**src/rtl/adder_regs_pkg.sv**
```systemverilog
// Shared register map, response code, FSM encoding and timeout length for the AXI-Lite adder master.
package adder_regs_pkg;

  localparam logic [7:0] REG_OP_A = 8'h00;
  localparam logic [7:0] REG_OP_B = 8'h04;
  localparam logic [7:0] REG_SUM  = 8'h08;
  localparam logic [7:0] REG_OVF  = 8'h0C;

  localparam logic [1:0] RESP_OKAY = 2'b00;

  localparam int TIMEOUT_CYCLES = 256;
  localparam int TIMEOUT_W      = $clog2(TIMEOUT_CYCLES);

  typedef enum logic [2:0] {
    ST_IDLE   = 3'd0,
    ST_WR_A   = 3'd1,
    ST_WR_B   = 3'd2,
    ST_RD_SUM = 3'd3,
    ST_RD_OVF = 3'd4,
    ST_DONE   = 3'd5
  } state_t;

  function automatic logic is_write_state(state_t s);
    return (s == ST_WR_A) || (s == ST_WR_B);
  endfunction

endpackage

```
**src/rtl/axil_timeout_wdog.sv**
```systemverilog
// Watchdog: fires when i_wait has been high for TIMEOUT_CYCLES consecutive cycles.
module axil_timeout_wdog
  import adder_regs_pkg::*;
(
  input  logic clk,
  input  logic rst_n,
  input  logic i_wait,
  output logic o_expired
);

  logic [TIMEOUT_W-1:0] r_count;

  always_ff @(posedge clk or negedge rst_n) begin
    if (!rst_n) begin
      r_count <= '0;
    end else if (i_wait) begin
      r_count <= r_count + TIMEOUT_W'(1);
    end else begin
      r_count <= '0;
    end
  end

  // The 256th waiting cycle is the one that sees count == 255.
  assign o_expired = i_wait && (r_count == TIMEOUT_W'(TIMEOUT_CYCLES - 1));

endmodule

```
**src/rtl/axil_adder_master.sv**
```systemverilog
// AXI-Lite master that writes two operands to an adder slave and reads back sum and overflow.
// Optional watchdog abort on stalled handshakes: define ADDER_MASTER_TIMEOUT_EN.
module axil_adder_master #(
  parameter int DATA_WIDTH = 32,
  parameter int ADDR_WIDTH = 8
) (
  input  logic                    m1_axi_aclk,
  input  logic                    m1_axi_aresetn,
  input  logic                    start,
  input  logic [DATA_WIDTH-1:0]   op_a,
  input  logic [DATA_WIDTH-1:0]   op_b,
  output logic                    busy,
  output logic                    done,
  output logic [DATA_WIDTH-1:0]   result,
  output logic                    overflow,
  output logic                    err,
  output logic [ADDR_WIDTH-1:0]   m1_axi_awaddr,
  output logic                    m1_axi_awvalid,
  input  logic                    m1_axi_awready,
  output logic [DATA_WIDTH-1:0]   m1_axi_wdata,
  output logic [DATA_WIDTH/8-1:0] m1_axi_wstrb,
  output logic                    m1_axi_wvalid,
  input  logic                    m1_axi_wready,
  input  logic [1:0]              m1_axi_bresp,
  input  logic                    m1_axi_bvalid,
  output logic                    m1_axi_bready,
  output logic [ADDR_WIDTH-1:0]   m1_axi_araddr,
  output logic                    m1_axi_arvalid,
  input  logic                    m1_axi_arready,
  input  logic [DATA_WIDTH-1:0]   m1_axi_rdata,
  input  logic [1:0]              m1_axi_rresp,
  input  logic                    m1_axi_rvalid,
  output logic                    m1_axi_rready
);

  import adder_regs_pkg::*;

  state_t                r_state;
  state_t                w_state_next;
  logic [DATA_WIDTH-1:0] r_op_a;
  logic [DATA_WIDTH-1:0] r_op_b;
  logic                  r_aw_done;
  logic                  r_w_done;
  logic                  r_ar_done;
  logic [DATA_WIDTH-1:0] r_result;
  logic                  r_overflow;
  logic                  r_err;
  logic                  w_accept;
  logic                  w_timeout;

  assign w_accept     = (r_state == ST_IDLE) && start;
  assign busy         = (r_state != ST_IDLE);
  assign done         = (r_state == ST_DONE);
  assign result       = r_result;
  assign overflow     = r_overflow;
  assign err          = r_err;
  assign m1_axi_wstrb = '1;

`ifdef ADDER_MASTER_TIMEOUT_EN
  logic w_wait;

  assign w_wait = (m1_axi_awvalid && !m1_axi_awready) ||
                  (m1_axi_wvalid  && !m1_axi_wready)  ||
                  (m1_axi_bready  && !m1_axi_bvalid)  ||
                  (m1_axi_arvalid && !m1_axi_arready) ||
                  (m1_axi_rready  && !m1_axi_rvalid);

  axil_timeout_wdog u_wdog (
    .clk       (m1_axi_aclk),
    .rst_n     (m1_axi_aresetn),
    .i_wait    (w_wait),
    .o_expired (w_timeout)
  );
`else
  assign w_timeout = 1'b0;
`endif

  always_comb begin
    w_state_next   = r_state;
    m1_axi_awvalid = 1'b0;
    m1_axi_wvalid  = 1'b0;
    m1_axi_bready  = 1'b0;
    m1_axi_arvalid = 1'b0;
    m1_axi_rready  = 1'b0;
    m1_axi_awaddr  = '0;
    m1_axi_wdata   = '0;
    m1_axi_araddr  = '0;
    case (r_state)
      ST_IDLE: begin
        if (start) w_state_next = ST_WR_A;
      end
      ST_WR_A, ST_WR_B: begin
        m1_axi_awaddr  = (r_state == ST_WR_A) ? ADDR_WIDTH'(REG_OP_A) : ADDR_WIDTH'(REG_OP_B);
        m1_axi_wdata   = (r_state == ST_WR_A) ? r_op_a : r_op_b;
        m1_axi_awvalid = !r_aw_done;
        m1_axi_wvalid  = !r_w_done;
        // Response is only accepted once both address and data have been handed over.
        m1_axi_bready  = r_aw_done && r_w_done;
        if (m1_axi_bvalid && m1_axi_bready) begin
          if (m1_axi_bresp != RESP_OKAY) w_state_next = ST_DONE;
          else w_state_next = (r_state == ST_WR_A) ? ST_WR_B : ST_RD_SUM;
        end
      end
      ST_RD_SUM, ST_RD_OVF: begin
        m1_axi_araddr  = (r_state == ST_RD_SUM) ? ADDR_WIDTH'(REG_SUM) : ADDR_WIDTH'(REG_OVF);
        m1_axi_arvalid = !r_ar_done;
        m1_axi_rready  = r_ar_done;
        if (m1_axi_rvalid && m1_axi_rready) begin
          if (m1_axi_rresp != RESP_OKAY) w_state_next = ST_DONE;
          else w_state_next = (r_state == ST_RD_SUM) ? ST_RD_OVF : ST_DONE;
        end
      end
      ST_DONE: w_state_next = ST_IDLE;
      default: w_state_next = ST_IDLE;
    endcase
    if (w_timeout) w_state_next = ST_DONE;
  end

  always_ff @(posedge m1_axi_aclk or negedge m1_axi_aresetn) begin
    if (!m1_axi_aresetn) begin
      r_state    <= ST_IDLE;
      r_op_a     <= '0;
      r_op_b     <= '0;
      r_aw_done  <= 1'b0;
      r_w_done   <= 1'b0;
      r_ar_done  <= 1'b0;
      r_result   <= '0;
      r_overflow <= 1'b0;
      r_err      <= 1'b0;
    end else begin
      r_state <= w_state_next;
      // Per-phase handshake flags restart on every state change.
      if (w_state_next != r_state) begin
        r_aw_done <= 1'b0;
        r_w_done  <= 1'b0;
        r_ar_done <= 1'b0;
      end else begin
        if (m1_axi_awvalid && m1_axi_awready) r_aw_done <= 1'b1;
        if (m1_axi_wvalid && m1_axi_wready)   r_w_done  <= 1'b1;
        if (m1_axi_arvalid && m1_axi_arready) r_ar_done <= 1'b1;
      end
      if (w_accept) begin
        r_op_a <= op_a;
        r_op_b <= op_b;
        r_err  <= 1'b0;
      end
      if (is_write_state(r_state) && m1_axi_bvalid && m1_axi_bready &&
          (m1_axi_bresp != RESP_OKAY)) begin
        r_err <= 1'b1;
      end
      if (m1_axi_rvalid && m1_axi_rready) begin
        if (m1_axi_rresp != RESP_OKAY) r_err <= 1'b1;
        else if (r_state == ST_RD_SUM) r_result <= m1_axi_rdata;
        else r_overflow <= m1_axi_rdata[0];
      end
      if (w_timeout) r_err <= 1'b1;
    end
  end

endmodule

```
**config.mk**
```make
export PLATFORM = sky130hd
export DESIGN_NAME = axil_adder_master
export DESIGN_NICKNAME = d
export VERILOG_FILES = /design/src/rtl/adder_regs_pkg.sv /design/src/rtl/axil_timeout_wdog.sv /design/src/rtl/axil_adder_master.sv
export SDC_FILE = /design/constraint.sdc
export NUM_CORES = 1
export LEC_CHECK = 0
export CORE_MARGIN = 2
export CORE_UTILIZATION = 46
export DETAILED_ROUTE_END_ITERATION = 8
export HOLD_SLACK_MARGIN = 0.1
export PLACE_DENSITY_LB_ADDON = 0.2
export SLEW_MARGIN = 5
export SYNTH_ARGS = -nofsm -noshare
export SYNTH_HDL_FRONTEND = slang
export SYNTH_SLANG_ARGS = --single-unit
export TNS_END_PERCENT = 20
```
**constraint.sdc**
```tcl
create_clock -name m1_axi_aclk -period 2.6 [get_ports m1_axi_aclk]
set_input_delay 0.52 -clock m1_axi_aclk [delete_from_list [all_inputs] [get_ports m1_axi_aclk]]
set_output_delay 0.52 -clock m1_axi_aclk [all_outputs]
set_load 0.01 [all_outputs]
```
After elaboration in Yosys (flattened, before gate mapping)
Cells that the tools add are included.
{"block": "totals", "regBits": 104, "output_inout_bits": 93}
{"block": "op_classes", "reduce_logical": 26, "bitwise_logic": 2, "mux": 29, "n_eq_ne": 6}
{"cell": "2-to-1 mux 32 bit", "count": 2}
{"cell": "2-to-1 mux 3 bit", "count": 7}
{"cell": "2-to-1 mux 1 bit", "count": 18}
{"cell": "logical AND 1 bit", "count": 11}
{"cell": "nonzero test 2 bit", "count": 5}
{"cell": "case mux 3 bit (3 select lines)", "count": 1}
{"cell": "== test 3 x 2 -> 1 bit (second input constant)", "count": 2}
{"cell": "== test 3 bit (second input constant)", "count": 2}
{"cell": "AND reduction 3 bit", "count": 2}
{"cell": "2-to-1 mux 4 bit", "count": 1}
{"cell": "OR reduction 2 bit", "count": 2}
{"cell": "== test 3 x 1 -> 1 bit (second input constant)", "count": 1}
{"cell": "logical NOT 1 bit", "count": 3}
{"cell": "logical NOT 3 bit", "count": 1}
{"cell": "inequality test 3 bit", "count": 1}
{"cell": "nonzero test 3 bit", "count": 1}
{"cell": "NOT 1 bit", "count": 2}
{"cell": "logical OR 1 bit", "count": 1}

Longest topological paths before layout
Gate-level depths: netlist of the first run.
{"block": "logic_depth", "depth_word": 8, "depth_mapped": 6, "ltp_nobuf": 5}

Least setup slack after synthesis of the first run
No wires, ideal clock.
{"block": "synth_path", "path_type": "reg-to-output", "startpoint": "reg r_state[2]", "endpoint": "out m1_axi_wdata[22]", "arrival_time_ns": 1.365, "required_time_ns": 2.080, "path_stages_with_launch": 5, "slack_ns": 0.715, "cell_sequence": "dfrtp_1 buf_6 nor3b_2 clkbuf_1 a22o_1"}
{"block": "synth_via", "elab_chain_len": 3}
{"element": "start, declared", "line_no": "axil_adder_master.sv:38", "rtl": "state_t r_state;"}
{"element": "start signal, assigned", "line_no": "axil_adder_master.sv:131", "rtl": "r_state <= w_state_next;"}
{"element": "== test 3 x 1 -> 1 bit / == test 3 x 2 -> 1 bit (equally long branches)", "line_no": "axil_adder_master.sv:88, axil_adder_master.sv:94"}
{"element": "2-to-1 mux 32 bit / OR reduction 2 bit (equally long branches)", "line_no": "axil_adder_master.sv:94, axil_adder_master.sv:88"}
{"element": "2-to-1 mux 32 bit (*)", "line_no": "axil_adder_master.sv:88", "rtl": "case (r_state)"}
{"element": "end, declared", "line_no": "axil_adder_master.sv:20", "rtl": "output logic [DATA_WIDTH-1:0] m1_axi_wdata,"}
Mark *: on every way between the ends. The rest lies on a longest branch, timed or not.

Worst setup path after layout of the first run
{"block": "layout_path", "startpoint": "reg r_state[1]", "endpoint": "out m1_axi_wdata[21]"}
Same word-level chain as after synthesis.

==> results.yml, run 1 <==
outcome:
  status: "finished, final reports clean"
power:
  p_leak_nw: 3.37
  total_power_w: 0.00691
  powerDensity_nw_per_um2: 985
  peakVddDrop_mv: 0.577
finish:
  layout.nets: 637
  layoutNonFillerInstCount: 667
  layout-drive-gt1-share: 0.279
  num_antenna_cells: 0
  fillers: 718
  area_growth_pct: 51.6
sta:
  fin_ws_ns: 0.0620
  max_slew_margin: 0.605
  finClkSkew_ns: 0.0106
  finalSetupTns_ns: 0
  worst-slew-pin-transition_ns: 0.593
  fin_hold_ws_ns: 0.152
  drv_slew: 0
  finalSetupViolCount: 0
  finalHoldViolCount: 0
  period_share: 0.976
  fin_crit_ns: 2.54
  max_freq_mhz: 394
logic_synthesis:
  synth_top_area_cell: "dfrtp_1"
  yosys-top-cells-area: "dfrtp_1 56%, mux2_2 23%, a22o_1 6.2%"
  synth_top_area_frac: 0.562
  netlist_instances: 331
  syn_area_per_cell_um2: 14.0
  synth_compound_area_frac: 0.0900
  synthXorXnorAreaFrac: 0.00189
  ys_ff_latch: 104
  synth_seq_area_share: 0.562
  yosysWarnings: 0
  yosys.area_share.adder: 0
  synth_top_family_by_area: "multiplexers"
  synthMuxAreaShare: 0.236
  synth-simple-area-share: 0.0505
  synth_area_um2: 4630
  yosysUniqueCellTypes: 35
detailed_routing:
  num_vias: 3465
  ant_nets: 0
  drt_wl_total_um: 11800
  initialDrtViolationCount: 125
  drc: 0
  dr.pass1.iters: 4
  wl_per_cell_um: 17.6
  vias_per_cell: 5.19
global_route:
  antenna_found_initial: 0
  gr-total-overflow: 0
  grt_usage: 0.211
  grt_max_degree: 51
  grt_pass1_wl_um: 18400
  grt_pass1_vias: 3615
place:
  io_buffers: 183
  place.gp.congestion: 0.816
  dp_hpwl_um: 8290
  place_ws_ns: 0.163
  place_inst: 636
critical_path:
  start_kind: "register"
  slowest_stage: "dfrtp_2"
  crit_type: "reg2out"
  cp_max_fo: 11
  worstPathArrival_ns: 2.02
  cpPeakStageDelay_ns: 0.47
  worstPathCellList: "buf_4 -> nor3b_4 -> buf_4 -> buf_4 -> clkbuf_16 -> a22o_1 -> dlygate4sd2_1"
  crit_path_frequent_cell: "buf_4"
  end_kind: "output pin"
  cp.required_ns: 2.08
clock_network:
  cts-root-buf: "clkbuf_8"
  cts_made_buffers: 9
  cts_tree: "done"
  cts_max_level: 3
  cts.reportedPaths.clkPinSlew_ns: 0.10
  clk_path_buf_depth: 2
  clock_latency_ns: 0.35
  clkSinkCount: 104
floorplan:
  initial_core_util: 0.474
  ios: 201
  die_area_um2: 10900
  core_area_um2: 9770
  die-height_um: 104
  die_width_um: 104
  fp-row-count: 36
worst_hold_path:
  hold_path_class: "in2async"
job:
  cap_viol_max_count: 0
[per-layer routing]
metal / routed length [um] / vias up / global-route usage
met5: 0 / - / 0
met4: 331 / 0 / 0.0753
met3: 687 / 25 / 0.0589
met2: 6330 / 136 / 0.383
met1: 4410 / 1731 / 0.236
li1: - / 1573 / -
[final timing paths]
path,to,depth (start not counted),start,slack (ns)
worst max register to register,r_op_a[20]$_DFFE_PN0P_,4,r_state[2]$_DFF_PN0_,0.80
worst min-delay path,r_op_b[27]$_DFFE_PN0P_,1,m1_axi_aresetn,0.15
max in group asynchronous,r_op_a[15]$_DFFE_PN0P_,2,m1_axi_aresetn,1.74
min in group m1_axi_aclk,result[30]$_DFFE_PN0P_,1,result[30]$_DFFE_PN0P_,0.50
worst max-delay path,m1_axi_wdata[21],7,r_state[1]$_DFF_PN0_,0.06
worst min register to register,result[30]$_DFFE_PN0P_,1,result[30]$_DFFE_PN0P_,0.50
[critical path: cells and delay by family (launching register included)]
family | cells | cell delay, ns
AND/OR/NAND/NOR | 1 | 0.13
flip-flops | 1 | 0.47
AO/OA/AOI/OAI | 1 | 0.18
buffers and inverters | 5 | 0.89
[sequential cells by signal, indices dropped and copies added, names as in the netlist]
name       cells
r_w_done       1
r_state        3
r_op_b        32
overflow       1
result        32
r_ar_done      1
err            1
r_aw_done      1
r_op_a        32
[cell type report]
class	count	area, um^2	area share
flip-flops and latches	104	2610	0.371
inverters	2	7.51	0.00107
clock inverters	5	66.3	0.00945
clock buffers	11	131	0.0187
well taps	133	166	0.0237
repair buffers	210	2180	0.311
multi-input cells	202	1860	0.264
[kinds of logic after synthesis]
kind of cell,Yosys count
AO/OA/AOI/OAI,52
AND/OR/NAND/NOR,35
flip-flops,104
buffers and inverters,40
other,2
XOR/XNOR,1
multiplexers,97
[stage by stage]
stage,util,cell area [um^2]
floorplan,-,4690
global placement,0.673,6580
detailed placement,0.673,6580
finish,0.718,7020
global route,0.718,7020
CTS,0.703,6870
[power by group]
group          internal (W)  switching [W]  leakage [nW]
clock network      0.000457       0.000558        0.0956
registers           0.00220       0.000378          1.30
logic               0.00198        0.00134          1.98
total               0.00464        0.00228          3.37
[cells in the final DEF (no fill, tap or decap), types with 5 or more instances in the layout]
cell,instances
a21oi_1,8
a22o_1,33
buf_12,5
buf_4,19
clkbuf_8,9
clkdlybuf4s15_1,7
clkdlybuf4s50_1,145
conb_1,17
dfrtp_1,101
dlygate4sd2_1,8
dlymetal6s2s_1,22
mux2_2,95
nor2_1,9
[synth_stat cells]
library cell,n
nor3b_1,2
buf_4,22
a21oi_1,8
nor4b_4,1
o21ai_0,1
dfrtp_1,104
clkbuf_1,8
nor3_1,1
nand3_1,3
a31o_2,1
mux2_1,2
nand4bb_1,1
buf_6,4
a22o_1,33
inv_1,2
nand2b_1,1
nand4_1,1
and2_1,3
and3b_1,1
o311ai_1,1
xor2_1,1
buf_2,4
o2111ai_1,2
o2111a_1,1
conb_1,2
nor3b_2,3
a31oi_1,2
mux2_2,95
nor2_1,10
and3_1,2
o2bb2ai_1,1
or3_1,1
nor4b_2,1
o211ai_1,2
nand2_1,4
[timing repair]
action | CTS | global route
hold buffers | 0 | 0
endpoints found under the hold margin | 0 | 0
gates resized for setup | 23 | 35
setup buffers | 9 | 3
setup endpoints to repair | 37 | 22
pin swaps | 1 | 0
cloned | 1 | 2
(Power assumes the default switching activity.)
==> inputs of run 2 (changes only) <==
--- a/config.mk
+++ b/config.mk
@@ -6,7 +6,7 @@
 export NUM_CORES = 1
 export LEC_CHECK = 0
 export CORE_MARGIN = 2
-export CORE_UTILIZATION = 46
+export CORE_UTILIZATION = 42
 export DETAILED_ROUTE_END_ITERATION = 8
 export HOLD_SLACK_MARGIN = 0.1
 export PLACE_DENSITY_LB_ADDON = 0.2
==> results.yml, run 2 (synthesis results as in run 1) <==
outcome:
  status: "finished, final reports clean"
finish:
  layout.nets: 633
  final_cell_mix: "149 x clkdlybuf4s50_1, 101 x dfrtp_1, 95 x mux2_2, 33 x a22o_1, 32 x dlymetal6s2s_1"
  layout_commonest_cell: "clkdlybuf4s50_1"
  area_growth_pct: 51.1
  layout-drive-gt1-share: 0.272
  layoutNonFillerInstCount: 669
  num_antenna_cells: 0
sta:
  drv_slew: 0
  fin_ws_ns: 0.0183
  finalSetupViolCount: 0
  fin_crit_ns: 2.58
  rsz0062_at_grt: "yes"
  max_freq_mhz: 387
  max_slew_margin: 0.620
  worst-slew-pin-transition_ns: 0.569
  finClkSkew_ns: 0.00809
  finalHoldViolCount: 0
  period_share: 0.993
place:
  place_ws_ns: 0.234
  place.gp.congestion: 0.881
  dp_hpwl_um: 7660
  io_buffers: 183
  place_inst: 642
floorplan:
  core_area_um2: 10800
  die_area_um2: 11900
  fp-row-count: 38
  die-height_um: 109
  die_width_um: 109
  ios: 201
  initial_core_util: 0.429
power:
  sw_frac_of_total: 0.319
  peakVddDrop_mv: 0.482
  powerDensity_nw_per_um2: 964
  p_leak_nw: 3.44
  p_int_w: 0.00459
  power.switching_w: 0.00215
  seq_power_share: 0.376
  comb_power_share: 0.489
  clockPowerShare: 0.135
critical_path:
  start_kind: "register"
  crit_family: "buffers and inverters"
  cp.required_ns: 2.08
  cp_num_buf_inv: 2
  end_kind: "output pin"
  slowest_stage: "clkdlybuf4s50_1"
  cp_max_fo: 11
  crit_type: "reg2out"
  worstPathCellList: "buf_4 -> xor2_2 -> and2_4 -> and3_1 -> clkdlybuf4s50_1"
  cpPeakStageDelay_ns: 0.53
  worstPathArrival_ns: 2.06
  ff2ff_setup_slack_ns: 0.73
global_route:
  gr-total-overflow: 0
  gr-usage-met3: 0.0819
  gr-usage-met1: 0.230
  grt_usage: 0.184
  gr-usage-met2: 0.279
  grt_pass1_wl_um: 16900
  antenna_found_initial: 0
  grt_max_degree: 62
  grt_pass1_vias: 3469
  busiest_layer: "met2"
detailed_routing:
  num_vias: 3376
  ant_nets: 0
  wl_per_cell_um: 16.1
  dr.pass1.iters: 4
  initialDrtViolationCount: 126
  drt_wl_total_um: 10800
  vias_per_cell: 5.05
  drc: 0
clock_network:
  cts_made_buffers: 9
  cts.reportedPaths.clkPinSlew_ns: 0.08
  clk_path_buf_depth: 2
  clkSinkCount: 104
  cts_tree: "done"
  clock_latency_ns: 0.36
  cts-root-buf: "clkbuf_8"
  cts_max_level: 3
job:
  cap_viol_max_count: 0
worst_hold_path:
  hold_path_class: "in2async"
==> run 2: changes by cell type in the layout (fill, tap and decap cells not counted), sizes merged <==
cell | previous run | this run
clkbuf | 12 | 14
inv | 3 | 2
buf | 27 | 22
dlymetal6s2s | 22 | 32
clkdlybuf4s50 | 145 | 149
bufinv | 1 | 0
dlygate4sd2 | 8 | 1
clkdlybuf4s15 | 7 | 0
==> run 2: worst reg2reg max path, delay by kind of cell, from the launching register on <==
| kind | cells | cell delay, ns |
|---|---|---|
| flip-flops | 1 | 0.47 |
| AO/OA/AOI/OAI | 3 | 0.41 |
| buffers and inverters | 2 | 0.53 |
| AND/OR/NAND/NOR | 1 | 0.35 |
==> run 2: path summary, 6_finish.rpt <==
path	cells past startpoint	startpoint	end
worst min register to register	1	result[30]$_DFFE_PN0P_	result[30]$_DFFE_PN0P_
worst min-delay path	1	m1_axi_aresetn	r_op_b[10]$_DFFE_PN0P_
worst max register to register	6	r_state[2]$_DFF_PN0_	r_w_done$_DFFE_PN0P_
min in group m1_axi_aclk	1	result[30]$_DFFE_PN0P_	result[30]$_DFFE_PN0P_
worst max-delay path	5	r_state[1]$_DFF_PN0_	m1_axi_bready
max in group asynchronous	2	m1_axi_aresetn	r_state[2]$_DFF_PN0_
==> run 2: routing by layer <==
| layer | wire [um] | part of all wire |
|---|---|---|
| met1 | 4240 | 0.39 |
| met2 | 5010 | 0.46 |
| met3 | 1330 | 0.12 |
| met4 | 214 | 0.020 |
| met5 | 0 | 0 |
==> run 2: metrics by stage <==
stage	TNS (ns)	utilization	area, um^2	total power [W]	hold slack (ns)
global placement	0	0.609	6570	0.00565	0.469
floorplan	0	-	4690	0.00434	0.224
detailed placement	0	0.609	6570	0.00574	0.480
CTS	-0.0804	0.629	6790	0.00671	0.150
finish	0	0.648	6990	0.00674	0.142
global route	-0.176	0.648	6990	0.00720	0.179
==> run 2: final cells by class <==
| class | instances | area [um^2] |
|---|---|---|
| multi-input combinational | 202 | 1850 |
| fill | 875 | 3800 |
| timing repair buffer | 206 | 2190 |
| inverter | 2 | 7.51 |
| tap | 140 | 175 |
| clock buffer | 12 | 155 |
| clock inverter | 3 | 17.5 |
| sequential | 104 | 2610 |
==> run 2: timing repair <==
action | in CTS | in global routing
pin swaps | 0 | 1
cloned | 0 | 2
endpoints found under the setup margin | 37 | 35
setup buffers | 2 | 8
hold buffers | 0 | 0
resized for setup | 11 | 35
endpoints found under the hold margin | 0 | 0
==> run 2: power groups by stage <==
stage | Combinational, W | Clock (W) | Sequential (W)
finish | 0.00330 | 0.000911 | 0.00254
global route | 0.00357 | 0.00101 | 0.00262
CTS | 0.00323 | 0.000944 | 0.00254
detailed placement | 0.00316 | 0 | 0.00258
global placement | 0.00312 | 0 | 0.00254
floorplan | 0.00188 | 0 | 0.00245
==> inputs of run 3 (changes only) <==
--- a/config.mk
+++ b/config.mk
@@ -7,7 +7,9 @@
 export LEC_CHECK = 0
 export CORE_MARGIN = 2
 export CORE_UTILIZATION = 42
+export CTS_CLUSTER_SIZE = 20
 export DETAILED_ROUTE_END_ITERATION = 8
+export GPL_TIMING_DRIVEN = 0
 export HOLD_SLACK_MARGIN = 0.1
 export PLACE_DENSITY_LB_ADDON = 0.2
 export SLEW_MARGIN = 5
==> results.yml, run 3 (synthesis results as in run 1) <==
outcome:
  status: "finished, final reports clean"
detailed_routing:
  vias_per_cell: 5.00
  drc: 0
  num_vias: 3477
  dr.pass1.iters: 4
  wl_per_cell_um: 16.8
  ant_nets: 0
  drt_wl_total_um: 11600
  initialDrtViolationCount: 102
finish:
  layoutNonFillerInstCount: 695
  layout-drive-gt1-share: 0.295
  final_cell_mix: "148 x clkdlybuf4s50_1, 104 x dfrtp_1, 95 x mux2_2, 33 x a22o_1"
  layout.nets: 659
  post-route-cell-area_um2: 7060
  fillers: 873
  layout_commonest_cell: "clkdlybuf4s50_1"
  num_antenna_cells: 0
  area_growth_pct: 52.4
place:
  place_area_um2: 6720
  io_buffers: 183
  place.gp.congestion: 0.902
  place_inst: 670
  dp_hpwl_um: 8510
floorplan:
  core_area_um2: 10800
  die-height_um: 109
  die_width_um: 109
  initial_core_util: 0.429
  ios: 201
  die_area_um2: 11900
  fp-row-count: 38
sta:
  finalHoldViolCount: 0
  finalSetupViolCount: 0
  max_slew_margin: 0.607
  finClkSkew_ns: 0.0101
  max_freq_mhz: 388
  rsz0062_at_grt: "yes"
  period_share: 0.992
  worst-slew-pin-transition_ns: 0.589
  fin_crit_ns: 2.58
  drv_slew: 0
global_route:
  grt_max_degree: 62
  grt_usage: 0.201
  gr-total-overflow: 0
  grt_pass1_wl_um: 18100
  grt_pass1_vias: 3702
  antenna_found_initial: 0
clock_network:
  cts.reportedPaths.clkPinSlew_ns: 0.09
  cts_made_buffers: 9
  clkSinkCount: 104
  cts_tree: "done"
  clk_path_buf_depth: 2
  cts-root-buf: "clkbuf_8"
  cts_max_level: 3
  cts_hold_buf: 0
  clock_latency_ns: 0.36
critical_path:
  reg2regPathDepth: 5
  cp.required_ns: 2.08
  start_kind: "register"
  crit_type: "reg2out"
  end_kind: "output pin"
  cp_max_fo: 7
  worstPathArrival_ns: 2.06
power:
  p_leak_nw: 3.26
  peakVddDrop_mv: 0.456
  powerDensity_nw_per_um2: 962
job:
  cap_viol_max_count: 0
worst_hold_path:
  hold_path_class: "in2async"
==> run 3: cell count changes in the layout (fill, tap and decap cells not counted), moves of 3 or more <==
| cell | change |
|---|---|
| buf_12 | -5 |
| buf_2 | +3 |
| buf_4 | +15 |
| buf_6 | +3 |
| clkbuf_4 | +3 |
| clkbuf_8 | +4 |
| dfrtp_1 | +3 |
| dfrtp_2 | -3 |
| dlygate4sd2_1 | +29 |
| dlymetal6s2s_1 | -28 |
==> run 3: worst max-delay path, stage by stage, from the launching register on <==
cell and delay [ns]:
dfrtp_1 0.38, buf_4 0.17, xor2_1 0.23, and2_1 0.23
and3_1 0.17, clkdlybuf4s50_1 0.53
==> run 3: metrics by stage <==
stage               hold slack [ns]  utilization  total power (W)  setup slack, ns  setup TNS [ns]
detailed placement            0.480        0.622          0.00578           -0.173           -3.51
floorplan                     0.224            -          0.00434            0.715               0
CTS                           0.160        0.653          0.00687          -0.0581         -0.0581
global placement              0.468        0.620          0.00568            -2.93         -306.74
finish                        0.157        0.654          0.00679           0.0217               0
global route                  0.186        0.654          0.00724           -0.151          -0.290
==> run 3: repair_timing <==
item / 4_1_cts / 5_1_grt
cloned: 3 / 0
pin swaps: 2 / 0
gates resized for setup: 54 / 6
setup endpoints to repair: 35 / 9
setup buffers: 7 / 0
==> run 3: metal layers <==
metal,up-vias,part of all wire,track usage
li1,1609,-,-
met1,1693,0.40,0.238
met2,155,0.47,0.330
met3,20,0.11,0.0717
met4,0,0.021,0.0870
met5,-,0,0
==> run 3: path summary, 6_finish.rpt <==
| path | startpoint | endpoint | slack, ns |
|---|---|---|---|
| setup / recovery | r_state[1]$_DFF_PN0_ | m1_axi_bready | 0.02 |
| hold / removal | m1_axi_aresetn | r_state[0]$_DFF_PN0_ | 0.16 |
| setup reg to reg | r_state[2]$_DFF_PN0_ | result[20]$_DFFE_PN0P_ | 0.62 |
| hold reg to reg | result[30]$_DFFE_PN0P_ | result[30]$_DFFE_PN0P_ | 0.50 |
| max in group asynchronous | m1_axi_aresetn | r_op_b[30]$_DFFE_PN0P_ | 1.75 |
| min in group m1_axi_aclk | result[30]$_DFFE_PN0P_ | result[30]$_DFFE_PN0P_ | 0.50 |
==> run 3: report_power, final <==
part / internal [W] / switching, W
logic: 0.00186 / 0.00137
registers: 0.00219 / 0.000309
clock network: 0.000535 / 0.000513
total: 0.00459 / 0.00219
==> run 3: area by class of cell <==
class	count	area (um^2)	area share
Buffer	38	324	0.0459
Clock buffer	11	131	0.0186
Clock inverter	4	70.1	0.00993
Inverter	2	7.51	0.00106
Multi-Input combinational cell	202	1840	0.260
Sequential cell	104	2600	0.369
Tap cell	140	175	0.0248
Timing Repair Buffer	194	1910	0.270
==> edit: new RTL, config.mk and constraints of run 2 <==
Encoding of `state_t`: now one-hot (6 bits for 6 states).
--- a/src/rtl/adder_regs_pkg.sv
+++ b/src/rtl/adder_regs_pkg.sv
@@ -13,9 +13,9 @@
 
-  typedef enum logic [2:0] {
-    ST_IDLE   = 3'd0,
-    ST_WR_A   = 3'd1,
-    ST_WR_B   = 3'd2,
-    ST_RD_SUM = 3'd3,
-    ST_RD_OVF = 3'd4,
-    ST_DONE   = 3'd5
+  typedef enum logic [5:0] {
+    ST_IDLE   = 6'b000001,
+    ST_WR_A   = 6'b000010,
+    ST_WR_B   = 6'b000100,
+    ST_RD_SUM = 6'b001000,
+    ST_RD_OVF = 6'b010000,
+    ST_DONE   = 6'b100000
   } state_t;
Formal check against the unedited RTL: same outputs for any inputs over 10 cycles, from zero or initial values and one cycle with m1_axi_aresetn low; not proved beyond that.
==> edit against run 2 <==
The flow now finishes with violations (negative setup slack); sequential share of layout area about the same; worst hold slack better by 0.091 ns; sequential cell count increased by 3; clock power increased by 71%; wire length rose by 9.1%; cell area increased by 2.9%; count of clock-buffer cells in the layout fell by 1; synthesized area up 3.3%; power decreased by 15%; sequential power is 2% lower; register-to-register slack got worse by 0.43 ns; worst setup slack worse by 0.070 ns; critical endpoint is now m1_axi_wdata[13]; highest routed layer unchanged.
==> edit: results (changes against run 2) <==
- Final setup violation count: 26 (+26)
- First-pass DRT Iterations: 5 (+1)
- Netlist cell types: 40 (+14%)
- CP max FO: 9 (-2)
- Minimum clock period: 2.65 ns (+0.0700 ns)
- Fillers: 886 (+1.3%)
- Crit path capture: m1_axi_wdata[13]
- Slowest cell on crit path: or4_4
- Global placer's final weighted congestion: 0.775 (-12%)
- Register area share after synthesis: 0.560 (-0.00184)
- Crit path max-delay family: simple AND/OR/NAND/NOR gates
- Clk_lat worst skew: 0.34 ns (-0.02 ns)
- Peak supply drop: 400 uV (-17%)
- Drt first-iter violations: 130 (+3.2%)
- Arr. time, crit path: 2.13 ns (+0.07 ns)
- Nets: 641 (+1.3%)
- Clk sinks: 107 (+2.9%)
- Status: finished, violations left
- Setup WS post-layout: -0.0518 ns (-0.0700 ns)
- Post-Place Setup Slack: -0.0459 ns (-0.280 ns)
- Synth cell count leaders: dfrtp_1, mux2_2, a22o_1
- Cell at the root of the clock tree: clkbuf_16
- Fraction of layout cells with a size suffix above 1: 0.367 (+0.0946)
- Pin count of the biggest net entering global routing: 108 (+74%)
- DP Wirelength: 8.02 mm (+4.6%)
- Setup TNS: -0.734 ns (-0.734 ns)
- Slew @ Worst Pin: 0.578 ns (+0.00826 ns)
- First-pass GRT wire length: 19.0 mm (+13%)
- DR vias: 3473 (+2.9%)
- Failing checks: negative setup slack
- Drt wl/cell: 17.4 um (+7.8%)
- Lkg Pwr: 3.38 nW (-1.7%)
- Tot GR Track Use: 0.193 (+0.00895)
- Worst Skew: 0.00774 ns (-0.000345 ns)
- Area contributors post-synth: dfrtp_1, mux2_2, mux2_4
- CTS Buf Count: 9 (unchanged)
- Largest stage delay, worst path: 0.51 ns (-0.02 ns)
## edit: worst min-delay path by stage
stage / slack (ns) / endpoint / startpoint / cells after the start
after floorplan: 0.22 / err$_DFF_PN0_ / m1_axi_aresetn / 0
after global placement: 0.49 / r_op_b[30]$_DFFE_PN0P_ / r_op_b[30]$_DFFE_PN0P_ / 1
after detailed placement: 0.49 / result[16]$_DFFE_PN0P_ / result[16]$_DFFE_PN0P_ / 1
after CTS: 0.28 / result[30]$_DFFE_PN0P_ / m1_axi_aresetn / 2
after global routing: 0.31 / result[30]$_DFFE_PN0P_ / m1_axi_aresetn / 2
final: 0.23 / result[24]$_DFFE_PN0P_ / m1_axi_aresetn / 2
## edit: metrics by stage
stage | cells | hold slack (ns) | instance area, sq um | total power, mW
2_1_floorplan | 344 | 0.224 | 4840 | 3.49
3_3_place_gp | 651 | 0.488 | 6820 | 4.15
3_5_place_dp | 651 | 0.493 | 6820 | 4.22
4_1_cts | 672 | 0.278 | 7150 | 5.75
5_1_grt | 677 | 0.307 | 7200 | 6.02
6_report | 677 | 0.232 | 7200 | 5.71
## edit: repair_timing
item                                    in CTS  in global routing
cloned                                       3                  0
endpoints found under the setup margin      41                 39
pin swaps                                   18                  3
gates resized for setup                    138                 27
setup buffers                                3                  5
## edit: final cells by class
cell class,count,area (sq um),share of cell area
Clock inverter,4,97.6,0.0136
Sequential cell,107,2680,0.372
Tap cell,140,175,0.0243
Clock buffer,11,253,0.0351
Multi-Input combinational cell,199,1970,0.273
Timing Repair Buffer,213,2010,0.280
Inverter,3,11.3,0.00156
## edit: worst register-to-register path, stage by stage, from the launching register on
cell and delay (ns):
dfrtp_1 0.42, or4_4 0.52, buf_4 0.16, nor3b_4 0.28
nand4_4 0.12, buf_4 0.32, mux2_4 0.38
## edit: per-layer routing
| metal | global-route usage | wire, um |
|---|---|---|
| met5 | 0 | 0 |
| met2 | 0.304 | 5430 |
| met4 | 0.0650 | 201 |
| met3 | 0.0508 | 891 |
| met1 | 0.261 | 5260 |
## edit: logic make-up after synthesis
kind of cell | after synthesis | synth area share
flops | 107 | 0.560
buf+inv | 38 | 0.0508
xor+xnor | 2 | 0.00366
mux | 97 | 0.251
simple gates | 36 | 0.0508
compound gates | 47 | 0.0817
other cells | 2 | 0.00157
## edit: power by group
| part | switching (mW) | leakage (nW) | total, mW | internal, mW |
|---|---|---|---|---|
| Combinational | 0.653 | 1.87 | 1.65 | 0.999 |
| Sequential | 0.295 | 1.35 | 2.50 | 2.20 |
| Clock | 0.575 | 0.168 | 1.56 | 0.989 |
| Total | 1.52 | 3.38 | 5.71 | 4.19 |
